File: config.mk
export PLATFORM = sky130hd
export DESIGN_NAME = ibis_raster_walker
export DESIGN_NICKNAME = d
export VERILOG_FILES = /design/src/rtl/ibis_raster_walker.sv
export SDC_FILE = /design/constraint.sdc
export NUM_CORES = 1
export LEC_CHECK = 0
export CAP_MARGIN = 40
export CORE_MARGIN = 3
export CORE_UTILIZATION = 35
export DETAILED_ROUTE_END_ITERATION = 16
export PLACE_DENSITY = 0.58
export SYNTH_ARGS = -nofsm -noshare
export SYNTH_HDL_FRONTEND = slang
export SYNTH_SLANG_ARGS = --single-unit
File: constraint.sdc
create_clock -name aclk -period 4.7 [get_ports aclk]
set_clock_uncertainty 0.1 [all_clocks]
set_input_delay 0.47 -clock aclk [delete_from_list [all_inputs] [get_ports aclk]]
set_output_delay 0.47 -clock aclk [all_outputs]
set_load 0.02 [all_outputs]
File: src/rtl/ibis_raster_walker.sv
// Triangle bounding-box walker: clamps the vertex bounding box to the screen
// and streams every pixel inside it in raster order over valid/ready.
module ibis_raster_walker #(
  parameter int WIDTH = 11,
  parameter int MAX_X = 639,
  parameter int MAX_Y = 479
) (
  input  logic             aclk,
  input  logic             areset,
  input  logic             tri_valid,
  output logic             tri_ready,
  input  logic [WIDTH-1:0] a_x,
  input  logic [WIDTH-1:0] a_y,
  input  logic [WIDTH-1:0] b_x,
  input  logic [WIDTH-1:0] b_y,
  input  logic [WIDTH-1:0] c_x,
  input  logic [WIDTH-1:0] c_y,
  output logic             pix_valid,
  input  logic             pix_ready,
  output logic [WIDTH-1:0] pix_x,
  output logic [WIDTH-1:0] pix_y,
  output logic             pix_first,
  output logic             pix_last,
  output logic             busy
);

  localparam logic [WIDTH-1:0] LIM_X = WIDTH'(MAX_X);
  localparam logic [WIDTH-1:0] LIM_Y = WIDTH'(MAX_Y);
  localparam logic [WIDTH-1:0] ONE   = {{(WIDTH-1){1'b0}}, 1'b1};
  localparam logic [WIDTH-1:0] ZERO  = {WIDTH{1'b0}};

  typedef enum logic [1:0] {
    IDLE  = 2'd0,
    BOUND = 2'd1,
    WALK  = 2'd2
  } state_t;

  state_t state;

  logic [WIDTH-1:0] ax, ay, bx, by, cx, cy;
  logic [WIDTH-1:0] min_x, max_x, min_y, max_y;
  logic [WIDTH-1:0] bmin_x, bmax_x, bmin_y, bmax_y;
  logic [WIDTH-1:0] raw_max_x, raw_max_y;
  logic             box_empty;
  logic [WIDTH-1:0] nx, ny;
  logic             at_end;

  function automatic logic [WIDTH-1:0] min3(input logic [WIDTH-1:0] p,
                                            input logic [WIDTH-1:0] q,
                                            input logic [WIDTH-1:0] r);
    logic [WIDTH-1:0] m;
    m = (p < q) ? p : q;
    return (r < m) ? r : m;
  endfunction

  function automatic logic [WIDTH-1:0] max3(input logic [WIDTH-1:0] p,
                                            input logic [WIDTH-1:0] q,
                                            input logic [WIDTH-1:0] r);
    logic [WIDTH-1:0] m;
    m = (p > q) ? p : q;
    return (r > m) ? r : m;
  endfunction

  // Screen-clamped bounding box of the latched vertices.
  always_comb begin
    bmin_x    = min3(ax, bx, cx);
    bmin_y    = min3(ay, by, cy);
    raw_max_x = max3(ax, bx, cx);
    raw_max_y = max3(ay, by, cy);
    bmax_x    = (raw_max_x > LIM_X) ? LIM_X : raw_max_x;
    bmax_y    = (raw_max_y > LIM_Y) ? LIM_Y : raw_max_y;
    box_empty = (bmin_x > LIM_X) || (bmin_y > LIM_Y);
  end

  // Next cursor position in raster order; at_end marks the final pixel.
  always_comb begin
    nx     = pix_x;
    ny     = pix_y;
    at_end = 1'b0;
    if (pix_x != max_x) begin
      nx = pix_x + ONE;
    end else if (pix_y != max_y) begin
      nx = min_x;
      ny = pix_y + ONE;
    end else begin
      at_end = 1'b1;
    end
  end

  // Control FSM with all stream outputs registered.
  always_ff @(posedge aclk or posedge areset) begin
    if (areset) begin
      state     <= IDLE;
      tri_ready <= 1'b1;
      pix_valid <= 1'b0;
      pix_x     <= ZERO;
      pix_y     <= ZERO;
      pix_first <= 1'b0;
      pix_last  <= 1'b0;
      busy      <= 1'b0;
      ax <= ZERO; ay <= ZERO; bx <= ZERO; by <= ZERO; cx <= ZERO; cy <= ZERO;
      min_x <= ZERO; max_x <= ZERO; min_y <= ZERO; max_y <= ZERO;
    end else begin
      case (state)
        IDLE: begin
          if (tri_valid && tri_ready) begin
            ax <= a_x; ay <= a_y;
            bx <= b_x; by <= b_y;
            cx <= c_x; cy <= c_y;
            tri_ready <= 1'b0;
            busy      <= 1'b1;
            state     <= BOUND;
          end
        end
        BOUND: begin
          if (box_empty) begin
            tri_ready <= 1'b1;
            busy      <= 1'b0;
            state     <= IDLE;
          end else begin
            min_x     <= bmin_x;
            max_x     <= bmax_x;
            min_y     <= bmin_y;
            max_y     <= bmax_y;
            pix_x     <= bmin_x;
            pix_y     <= bmin_y;
            pix_first <= 1'b1;
            pix_last  <= (bmin_x == bmax_x) && (bmin_y == bmax_y);
            pix_valid <= 1'b1;
            state     <= WALK;
          end
        end
        WALK: begin
          if (pix_ready) begin
            pix_first <= 1'b0;
            if (at_end) begin
              pix_valid <= 1'b0;
              pix_last  <= 1'b0;
              tri_ready <= 1'b1;
              busy      <= 1'b0;
              state     <= IDLE;
            end else begin
              pix_x    <= nx;
              pix_y    <= ny;
              pix_last <= (nx == max_x) && (ny == max_y);
            end
          end
        end
        default: begin
          state     <= IDLE;
          tri_ready <= 1'b1;
          pix_valid <= 1'b0;
          busy      <= 1'b0;
        end
      endcase
    end
  end

endmodule

Word level (Yosys, flattened, before mapping)
Cells that the tools add are included.

Logic and storage cells: 107. Register bits after elaboration: 128. Output and inout bits: 27. Input port bits: 70.

Bitwise operators: 2. Muxes and demuxes: 47. Reduce and logical (&&, ||, !) cells: 13. $lt $le $gt $ge: 12. $add $sub $neg: 2. Equality and inequality tests: 14.

Operators by type and width (count): $mux W11 (20); $eq A11 B11 Y1 (4); $gt A11 B11 Y1 (4); $lt A11 B11 Y1 (4); $pmux W11 S2 (2); $add A11 B1 Y11 const B (2); $gt A11 B10 Y1 const B (2); $gt A11 B9 Y1 const B (2); $ne A11 B11 Y1 (2); $mux W1 (15); $ne A2 B2 Y1 const B (6); $reduce_and A4 Y1 (3); $pmux W1 S3 (3); $mux W2 (4); $pmux W2 S3 (1); $reduce_and A3 Y1 (2); $pmux W1 S2 (2); $reduce_and A2 Y1 (2); $logic_and A1 B1 Y1 (3); $eq A2 B1 Y1 const B (1); $eq A2 B2 Y1 const B (1); $logic_not A2 Y1 (1); $not A1 Y1 (2); $reduce_bool A2 Y1 (1); $logic_or A1 B1 Y1 (1).

Logic depth before layout (Yosys ltp)
Gate-level depths: netlist of the first run.

Depth in word-level cells: 10. Gate-level depth with buffers: 24.

Worst setup path after synthesis of the first run
Ideal clock, no wire load.

Path type: reg2reg. Start point: register ax[2]. End point: register pix_y[10]. Data required time: 4.479 ns. Period minus slack after synthesis: 4.742 ns. Path slack: -0.042 ns. Stages on the path, launching flop included: 21. Data arrival time: 4.521 ns. Path buffers: 4. Cell sequence: dfrtp_1 -> ha_1 -> a21oi_2 -> a211oi_2 -> a2111oi_4 -> buf_2 -> buf_2 -> a21oi_1 -> ha_1 -> and3_1 -> nand3_1 -> or3_1 -> a221oi_2 -> nor3_1 -> o211ai_1 -> and4b_1 -> buf_2 -> a31oi_4 -> buf_4 -> a21oi_1 -> o22a_1.

Longest elaborated chain between the ends: 8.

RTL lines: from (decl) (line 40) `logic [WIDTH-1:0] ax, ay, bx, by, cx, cy;`; from (signal assigned) (line 101) `ax <= ZERO; ay <= ZERO; bx <= ZERO; by <= ZERO; cx <= ZERO; cy <= ZERO;`; from (signal assigned) (line 107) `ax <= a_x; ay <= a_y;`; $lt A11 B11 Y1 (line 52) `m = (p < q) ? p : q;`; $mux W11 (*) (line 52); $lt A11 B11 Y1 (line 53) `return (r < m) ? r : m;`; $mux W11 (*) (line 53); $gt A11 B10 Y1 (*) (line 72) `box_empty = (bmin_x > LIM_X) || (bmin_y > LIM_Y);`; $logic_or A1 B1 Y1 (*) (line 72); $ne A2 B2 Y1 (no source line) (*); $reduce_and A4 Y1 (no source line) (*); to (signal assigned) (line 126) `pix_y <= bmin_y;`; to (signal assigned) (line 144) `pix_y <= ny;`; to (decl) (line 21) `output logic [WIDTH-1:0] pix_y,`.

Mark *: on every way between the ends. The rest lies on a longest branch, timed or not. A chain may end at the register's enable or synchronous reset.

Worst setup path after layout of the first run
Start point: register ax[9]. End point: register pix_last.

Longest elaborated chain between the ends: 10. Elaborated cells between the ends (all ways): 18.

RTL lines: $gt A11 B11 Y1 (line 60) `m = (p > q) ? p : q;`; $mux W11 (line 60); $gt A11 B11 Y1 (line 61) `return (r > m) ? r : m;`; $mux W11 (line 61); $gt A11 B10 Y1 (line 70) `bmax_x = (raw_max_x > LIM_X) ? LIM_X : raw_max_x;`; $mux W11 (line 70); $eq A11 B11 Y1 (line 128) `pix_last <= (bmin_x == bmax_x) && (bmin_y == bmax_y);`; $logic_and A1 B1 Y1 (line 128); $mux W1 (line 116) `if (box_empty) begin`; $pmux W1 S2 (line 104) `case (state)`; to (signal assigned) (line 128); to (signal assigned) (line 145) `pix_last <= (nx == max_x) && (ny == max_y);`; to (decl) (line 23) `output logic pix_last,`.

Parallel ways exist; a longest one is shown, timed or not. The select of a mux whose other input is x is not followed.

==> results.yml, run 1 <==
die:
  fp-row-count: 59
  start_util_pct: 35.84
  width_of_the_die_um: 169.8
  core_um2: 26210
  die-area_um2: 28830
  num_io_pins: 97
  die_h_um: 169.8
yosys:
  synth_edf_count: 0
  netlist_instances: 1057
  post_synth_instance_area_um2: 9392
  syn-num-nets: 1193
  synthArstFlopShare_pct: 100.0
  ys.flop_type: "dfrtp_1"
  share_of_yosys_cell_area_claimed_by_the_top_area_cell_type_pct: 33.84
  synth_top_cell_by_area: "dfrtp_1"
  synth_sequential_area_ratio_pct: 34.12
  mean_area_per_synthesized_cell_um2: 8.885
  synth-seq-cells: 128
  cell_types_with_the_largest_area_share_after_synthesis: "dfrtp_1, ha_1, mux2_2"
  yosys.cell_count.top_type: "dfrtp_1"
  synth.distinct_cells: 78
  synth.top_cells.by_count: "dfrtp_1, nor2_1, nand2_1"
  ys.warnings.count: 0
cts:
  clock_latency_ns: 0.42
  ctsLongestPathBuffers: 2
  cts_num_sinks: 128
  cts_root_buf: "clkbuf_16"
  path_clk_slew_ns: 0.06
  clock_tree.htree_level_count: 4
  cts-buffers-inserted: 17
  tritoncts: "built"
run_status:
  outcome: "finished with violations"
  violations: "setup timing"
worst_setup_path:
  worstSetupPathType: "flip-flop to flip-flop"
  timing.critical_path.to_type: "flip-flop"
  cp.arrival_ns: 4.95
  cp_data_required_time_ns: 4.92
  critPathMaxFanout: 7
  setup.worst_path.start_class: "flip-flop"
sta:
  maxClockFrequency_ghz: 0.2112
  finalMaxSlewViolations: 0
  relSlewSlack_pct: 58.20
  setup_slack_ns: -0.03561
  final_period_minus_worst_setup_slack_ns: 4.736
  finalSetupViolations: 1
  rsz_0062_raised_after_global_routing: "true"
  fin_crit_sh_pct: 100.8
  final_hold_vios: 0
  worst_slew_pin_slew_ns: 0.6212
layout:
  drive_above_1_share_pct: 33.58
  final.fill_count: 2366
  antennaDiodeCount: 0
  fin_util_pct: 52.98
  area.growth.synth_to_final_pct: 47.83
  num-nets-final: 1472
global_routing:
  vias_in_the_first_global_route: 8599
  first_pass_grt_wire_length_um: 45620
  initial_antenna_violation_count: 0
  grt.overflow.total: 0
  track_usage_pct: 19.64
  grt_start_max_net_pins: 91
routing:
  drc_errors: 0
  drt-wirelength-per-cell_um: 17.48
  viasPerCell: 5.335
  drtAntennaViolNets: 0
  totalWireLength_um: 29440
  first_iteration_detailed_routing_drc_count: 726
  detail_route.first_pass.iterations: 5
  via_count: 8984
flow_run:
  drv.max_cap_violation_count: 0
placement:
  port_buffers: 96
  dp.final_hpwl_um: 21460
  final_weighted_congestion_in_routability_driven_placement: 0.8732
worst_hold_path:
  min_path_type: "input port to async pin"
[cell type report]
class / count / area (um^2) / share of cell area, %
repair buffers: 308 / 2859 / 20.59
inverters: 45 / 173.9 / 1.253
multi-input cells: 836 / 6633 / 47.77
clock buffers: 22 / 484.2 / 3.488
well taps: 335 / 419.2 / 3.019
clock inverters: 10 / 108.9 / 0.7841
flip-flops and latches: 128 / 3206 / 23.09
[critical path, stage by stage (launching register included)]
cell and delay, ns:
dfrtp_1 0.41, ha_4 0.29, nand4_1 0.19, a211oi_4 0.33, a2111oi_4 0.06, buf_6 0.15, nor2_4 0.18, buf_12 0.17
mux2i_4 0.30, ha_4 0.24, nand2_1 0.05, o21ai_1 0.09, a221oi_2 0.27, buf_4 0.17, a21o_4 0.14, a31oi_4 0.11
nand2b_4 0.16, or3_1 0.33, a31oi_1 0.19, nand4_1 0.15, a2111o_1 0.33, o31ai_1 0.21
[per-stage QoR]
step	setup TNS (ns)	setup slack [ns]	area (um^2)	hold slack [ns]	instances
floorplan	0	0.006623	9397	0.3647	1057
global placement	-0.1184	-0.1184	11800	0.3595	1598
detailed placement	-0.4101	-0.2023	11860	0.3726	1600
CTS	-0.06800	-0.06800	12960	0.3073	1652
global route	-3.542	-0.2724	13880	0.3296	1684
finish	-0.03561	-0.03561	13880	0.2977	1684
[timing repair]
item,4_1_cts,5_1_grt
hold buffers,0,0
pin swaps,20,33
cloned,0,6
endpoints found under the setup margin,34,56
resized for setup,68,134
buffers inserted,20,26
[routing by layer]
layer | global-route usage, % | wire, um
met1 | 29.82 | 14570
met2 | 29.52 | 13150
met3 | 2.865 | 1379
met4 | 4.410 | 344
met5 | 0 | 0
[cell families (layout without fill, tap and decap cells)]
family / after synthesis / after routing / share of synthesized area, %
and+or+nand+nor: 333 / 333 / 16.71
buffers and inverters: 93 / 385 / 4.356
muxes: 94 / 94 / 10.83
DFF: 128 / 128 / 34.12
xor gates and xnor gates: 52 / 52 / 4.849
adders and majority gates: 66 / 66 / 8.793
AOI/OAI and AO/OA: 291 / 291 / 20.34
[path summary, 6_finish.rpt]
check / startpoint / end / slack (ns) / cells past startpoint
max: ax[9]$_DFFE_PP0P_ / pix_last$_DFFE_PP0P_ / -0.04 / 21
min: areset / pix_y[10]$_DFFE_PP0P_ / 0.30 / 2
max reg2reg: ax[9]$_DFFE_PP0P_ / pix_last$_DFFE_PP0P_ / -0.04 / 21
min reg2reg: busy$_DFFE_PP0P_ / busy$_DFFE_PP0P_ / 0.39 / 1
max in group asynchronous: areset / bx[4]$_DFFE_PP0P_ / 3.49 / 3
min in group aclk: busy$_DFFE_PP0P_ / busy$_DFFE_PP0P_ / 0.39 / 1
[cell usage in the layout, fill, tap and decap left out, types with 6 or more instances in the layout]
cell | netlist | routed
buf_6 | 3 | 13
xnor2_1 | 18 | 18
nand2_1 | 96 | 92
clkbuf_16 | 0 | 22
a211oi_2 | 3 | 7
inv_2 | 0 | 9
xor2_1 | 34 | 34
ha_1 | 66 | 45
o21ai_2 | 3 | 8
mux2i_4 | 1 | 12
nor2_1 | 106 | 90
nor3_2 | 0 | 6
a21oi_1 | 84 | 65
a21oi_2 | 5 | 22
o21ai_1 | 17 | 22
a31oi_1 | 16 | 15
nor2_2 | 0 | 12
a211oi_1 | 13 | 8
nor3_1 | 21 | 15
mux2i_1 | 45 | 23
o21ai_0 | 74 | 63
dfrtp_1 | 127 | 126
nor2b_1 | 13 | 11
nand3_1 | 24 | 22
inv_1 | 45 | 35
o22ai_1 | 6 | 6
buf_4 | 2 | 180
clkdlybuf4s50_1 | 0 | 96
nand4_1 | 15 | 15
buf_12 | 0 | 8
mux2_2 | 46 | 38
mux2_4 | 1 | 9
and3_1 | 12 | 10
mux2i_2 | 0 | 11
a21o_1 | 17 | 15
ha_4 | 0 | 21
nor4_1 | 10 | 8
Power of run 1 is not shown: default switching activity piles up to over one toggle a cycle in this logic, so the estimate is an artifact.
==> inputs of run 2 (changes only) <==
- HOLD_SLACK_MARGIN: not set -> 0.12
- PLACE_DENSITY: 0.58 -> 0.66
==> run 2 against run 1 <==
The flow still finishes with violations (setup timing). Highest routed layer unchanged. Critical path depth is 2 higher. Worst hold slack worse by 0.017 ns. Critical path type unchanged. Critical endpoint unchanged. Non-clock buffer count is 39 higher.
==> results.yml, run 2 (synthesized netlist as in run 1, its figures left out) <==
placement:
  dp.final_hpwl_um: 21900
  preCtsSetupSlack_ns: -0.3850
  final_weighted_congestion_in_routability_driven_placement: 0.9345
  postPlaceCellArea_um2: 12040
  port_buffers: 96
worst_setup_path:
  cp_slowest_stage_delay_ns: 0.40
  cp_data_required_time_ns: 4.93
  cp.arrival_ns: 5.24
  worstSetupPathType: "flip-flop to flip-flop"
  critPathMaxFanout: 5
  cpMaxStageDelayCell: "dfrtp_1"
  timing.critical_path.to_type: "flip-flop"
  setup.worst_path.start_class: "flip-flop"
  worstPathCellList: "inv_2, ha_4, buf_6, nand4_1, a211oi_2, a2111oi_4, buf_4, nor2_4, buf_6, mux2i_4, ha_4, a21oi_1, o21ai_0, nand2_1, buf_4, a211oi_4, a31oi_4, nand2b_4, or3_4, a31oi_4, nand4_1, a2111o_1, o31ai_2"
global_routing:
  grt_start_max_net_pins: 80
  grt.overflow.total: 0
  track_usage_pct: 20.26
  initial_antenna_violation_count: 0
  first_pass_grt_wire_length_um: 46830
  vias_in_the_first_global_route: 8948
layout:
  commonest_cells_after_routing_fill_and_taps_aside: "buf_4, dfrtp_1, nor2_1"
  layout.cells.most_common: "buf_4"
  finish.instance_area_um2: 14590
  area.growth.synth_to_final_pct: 55.33
  antennaDiodeCount: 0
  final.fill_count: 2195
  num-nets-final: 1512
  drive_above_1_share_pct: 36.72
sta:
  finalMaxSlewViolations: 0
  final_period_minus_worst_setup_slack_ns: 5.006
  worst_slew_pin_slew_ns: 0.5856
  maxClockFrequency_ghz: 0.1997
  relSlewSlack_pct: 60.96
  rsz_0062_raised_after_global_routing: "true"
  setup_slack_ns: -0.3063
  finalSetupViolations: 50
  fin_crit_sh_pct: 106.5
  final_hold_vios: 0
routing:
  detail_route.first_pass.iterations: 5
  drt-wirelength-per-cell_um: 18.63
  drtAntennaViolNets: 0
  totalWireLength_um: 32120
  viasPerCell: 5.495
  drc_errors: 0
  via_count: 9473
  first_iteration_detailed_routing_drc_count: 632
run_status:
  violations: "setup timing"
  outcome: "finished with violations"
cts:
  cts_root_buf: "clkbuf_16"
  tritoncts: "built"
  cts_num_sinks: 128
  cts-buffers-inserted: 17
  path_clk_slew_ns: 0.06
  clock_latency_ns: 0.43
  cts-hold-fix-buffers: 0
  clock_tree.htree_level_count: 4
  ctsLongestPathBuffers: 2
die:
  start_util_pct: 35.84
  num_io_pins: 97
  fp-row-count: 59
  width_of_the_die_um: 169.8
  die-area_um2: 28830
  die_h_um: 169.8
  core_um2: 26210
flow_run:
  drv.max_cap_violation_count: 0
worst_hold_path:
  min_path_type: "input port to async pin"
[run 2: cell types whose count changed in the layout (fill, tap and decap cells not counted), sizes merged]
| cell | delta |
|---|---|
| a41oi | +1 |
| bufinv | +4 |
| buf | +35 |
| clkbuf | +5 |
| clkinvlp | -1 |
| clkinv | -4 |
[run 2: path summary, 6_finish.rpt]
check                                        endpoint  slack (ns)                   from  depth (start not counted)
worst max register to register   pix_last$_DFFE_PP0P_       -0.31      bx[4]$_DFFE_PP0P_                         23
min in group aclk               pix_first$_DFFE_PP0P_        0.39  pix_first$_DFFE_PP0P_                          1
max in group asynchronous           cx[3]$_DFFE_PP0P_        3.28                 areset                          4
worst min register to register  pix_first$_DFFE_PP0P_        0.39  pix_first$_DFFE_PP0P_                          1
worst min-delay path             pix_y[4]$_DFFE_PP0P_        0.28                 areset                          2
worst max-delay path             pix_last$_DFFE_PP0P_       -0.31      bx[4]$_DFFE_PP0P_                         23
[run 2: layout make-up]
cell class | instances | area [um^2] | share of cell area (%)
clock buffers | 23 | 488.0 | 3.345
flip-flops and latches | 128 | 3204 | 21.97
inverters | 45 | 171.4 | 1.175
well taps | 335 | 419.2 | 2.873
clock inverters | 9 | 201.4 | 1.381
multi-input cells | 837 | 6848 | 46.94
repair buffers | 347 | 3256 | 22.32
[run 2: per-layer routing]
metal  part of all wire (%)  track usage, %  routed length [um]  up-vias
met2                     47           31.21               15030      299
met3                    4.8           3.238                1553       65
met5                      0               0                   0        -
met1                     46           29.01               14740     4627
li1                       -               -                   -     4482
met4                    2.5           6.792                 796        0
[run 2: worst max-delay path, delay by kind of cell (launching register included)]
kind / cells / cell delay, ns
adders and majority gates: 2 / 0.47
AOI/OAI and AO/OA: 9 / 1.76
and+or+nand+nor: 6 / 1.23
muxes: 1 / 0.27
buffers and inverters: 5 / 0.68
DFF: 1 / 0.40
[run 2: timing repair]
item / CTS / global route
endpoints found under the setup margin: 52 / 56
endpoints found under the hold margin: 0 / 0
resized for setup: 86 / 155
pin swaps: 31 / 56
buffers inserted: 24 / 31
gates cloned: 1 / 12
[run 2: metrics by stage]
step	std cells	TNS, ns	util [%]	hold WS, ns
2_1_floorplan	1057	0	-	0.3647
3_3_place_gp	1624	-0.6707	45.78	0.3594
3_5_place_dp	1626	-3.289	45.96	0.3803
4_1_cts	1683	-0.06248	51.07	0.2937
5_1_grt	1724	-16.73	55.66	0.3220
6_report	1724	-6.759	55.66	0.2805
Power of run 2 is left out for the same reason.
==> inputs of run 3 (changes only) <==
- ABC_AREA: not set -> 1
- CTS_BUF_LIST: not set -> sky130_fd_sc_hd__clkbuf_8
- PLACE_DENSITY: 0.66 -> 0.65
==> run 3 against run 2 <==
The flow now finishes without violations. First-iteration DRC count is 2.4% lower. Area after synthesis is 4.8% higher. Worst hold slack better by 0.11 ns. Final area is 20% lower. Utilization is 13 points lower. Critical path depth is 2 higher.
==> results.yml, run 3 <==
run_status:
  outcome: "completed"
cts:
  clock_latency_ns: 0.46
  cts_num_sinks: 128
  tritoncts: "built"
  path_clk_slew_ns: 0.09
  ctsLongestPathBuffers: 2
  cts-buffers-inserted: 17
  cts_root_buf: "clkbuf_8"
  clock_tree.htree_level_count: 4
yosys:
  synth_sequential_area_ratio_pct: 32.55
  cell_types_with_the_largest_area_share_after_synthesis: "dfrtp_1, nand2_1, ha_1"
  share_of_yosys_cell_area_claimed_by_the_top_area_cell_type_pct: 32.28
  yosys.cell_count.top_type: "nand2_1"
  ys.flop_type: "dfrtp_1"
  post_synth_instance_area_um2: 9846
  synth_edf_count: 0
  netlist_instances: 1481
  syn-num-nets: 1617
  ys.warnings.count: 0
  synthArstFlopShare_pct: 100.0
  synth.distinct_cells: 46
  mean_area_per_synthesized_cell_um2: 6.648
  synth.top_cells.by_count: "nand2_1, inv_1, o21ai_0"
  synth-seq-cells: 128
  synth_top_cell_by_area: "dfrtp_1"
global_routing:
  grt.met2_usage_pct: 27.72
  vias_in_the_first_global_route: 9023
  grt_start_max_net_pins: 93
  grt.met3_usage_pct: 4.052
  initial_antenna_violation_count: 0
  grt.overflow.total: 0
  gr-max-usage-layer: "met2"
  first_pass_grt_wire_length_um: 45560
  grtUsageMet1_pct: 26.72
  track_usage_pct: 18.41
sta:
  worst_slew_pin_slew_ns: 0.8157
  final_period_minus_worst_setup_slack_ns: 4.317
  maxClockFrequency_ghz: 0.2316
  finalSetupViolations: 0
  finalMaxSlewViolations: 0
  relSlewSlack_pct: 45.62
  final_hold_vios: 0
  fin_crit_sh_pct: 91.85
worst_setup_path:
  timing.critical_path.to_type: "flip-flop"
  r2r_setup_slack_ns: 0.38
  cp_data_required_time_ns: 5.00
  setup.worst_path.start_class: "flip-flop"
  worst_r2r_startpoint: "by[8]$_DFFE_PP0P_"
  worstSetupPathType: "flip-flop to flip-flop"
  crit_start: "by[8]$_DFFE_PP0P_"
  critPathMaxFanout: 21
  worstRegToRegCells: 25
  cp.arrival_ns: 4.61
  worst_r2r_endpoint: "pix_y[9]$_DFFE_PP0P_"
die:
  die-area_um2: 30180
  core_um2: 27330
  die_h_um: 173.7
  start_util_pct: 36.03
  num_io_pins: 97
  fp-row-count: 60
  width_of_the_die_um: 173.7
layout:
  layout.cells.most_common: "nand2_1"
  area.growth.synth_to_final_pct: 18.57
  antennaDiodeCount: 0
  commonest_cells_after_routing_fill_and_taps_aside: "nand2_1, inv_1, o21ai_0"
  finish.instance_area_um2: 11670
  num-nets-final: 1707
  fin_util_pct: 42.72
  drive_above_1_share_pct: 7.449
flow_run:
  drv.max_cap_violation_count: 0
routing:
  viasPerCell: 4.895
  drt-wirelength-per-cell_um: 14.44
  via_count: 9574
  detail_route.first_pass.iterations: 5
  first_iteration_detailed_routing_drc_count: 617
  totalWireLength_um: 28250
  drtAntennaViolNets: 0
  drc_errors: 0
worst_hold_path:
  min-delay-start: "tri_ready$_DFFE_PP1P_"
  worst_hold_path.num_cells: 2
  min_path_type: "flip-flop to flip-flop"
  whs_endpoint: "tri_ready$_DFFE_PP1P_"
placement:
  port_buffers: 96
  dp.final_hpwl_um: 21960
  postPlaceCellArea_um2: 11120
  final_weighted_congestion_in_routability_driven_placement: 0.9305
-- run 3: kinds of logic after synthesis --
group	after synthesis	synth area share, %
fa+ha+maj	66	8.387
compound gates	227	12.33
simple gates	809	34.63
xor+xnor	27	2.478
buf+inv	224	9.633
flops	128	32.55
-- run 3: metrics by stage --
stage | instances | TNS (ns) | worst slack, ns | hold WS, ns
2_1_floorplan | 1481 | 0 | 0.7190 | 0.3530
3_3_place_gp | 1917 | -0.1460 | -0.1460 | 0.3699
3_5_place_dp | 1917 | -0.1816 | -0.1816 | 0.3819
4_1_cts | 1949 | 0 | 0.04787 | 0.4016
5_1_grt | 1956 | -0.002688 | -0.002688 | 0.4168
6_report | 1956 | 0 | 0.3830 | 0.3936
-- run 3: layer usage --
layer | up-vias | routed length (um)
li1 | 4905 | -
met1 | 4351 | 13990
met2 | 278 | 11970
met3 | 40 | 1815
met4 | 0 | 480
met5 | - | 0
-- run 3: worst max path at each step --
stage / slack, ns / cells after the start / end
2_1_floorplan: 0.72 / 1 / ax[0]$_DFFE_PP0P_
3_3_place_gp: -0.15 / 26 / pix_last$_DFFE_PP0P_
3_5_place_dp: -0.18 / 26 / pix_last$_DFFE_PP0P_
4_1_cts: 0.05 / 26 / pix_last$_DFFE_PP0P_
5_1_grt: -0.003 / 28 / pix_last$_DFFE_PP0P_
6_report: 0.38 / 25 / pix_y[9]$_DFFE_PP0P_
-- run 3: critical path, stage by stage, from the launching register on --
cell and delay, ns:
dfrtp_1 0.38, inv_1 0.08, ha_1 0.29, nand2_1 0.06
nand2_1 0.06, a21oi_2 0.31, nand3_2 0.20, buf_4 0.18
o21ai_0 0.24, inv_1 0.11, ha_1 0.29, nand4_1 0.11
o221a_2 0.27, nand2_1 0.18, buf_4 0.20, nand2_1 0.06
nand2_1 0.11, inv_1 0.07, nor2_1 0.09, nand2_1 0.07
nand3_1 0.07, nand2_1 0.08, o211ai_2 0.15, buf_4 0.31
nand2_1 0.08, nand2_1 0.08
-- run 3: cell type report --
| cell class | instances | area, um^2 |
|---|---|---|
| Clock buffer | 19 | 261.5 |
| Tap cell | 372 | 465.4 |
| Fill cell | 2889 | 15650 |
| Multi-Input combinational cell | 1131 | 5771 |
| Clock inverter | 13 | 161.4 |
| Sequential cell | 128 | 3204 |
| Timing Repair Buffer | 120 | 1154 |
| Inverter | 173 | 656.9 |
-- run 3: repair_timing --
item / 4_1_cts / 5_1_grt
cloned: 0 / 2
pin swaps: 0 / 2
buffers inserted: 0 / 5
hold endpoints to repair: 0 / 0
gates resized for setup: 2 / 22
setup endpoints to repair: 1 / 39
hold buffers: 0 / 0
Power of run 3 is left out for the same reason.
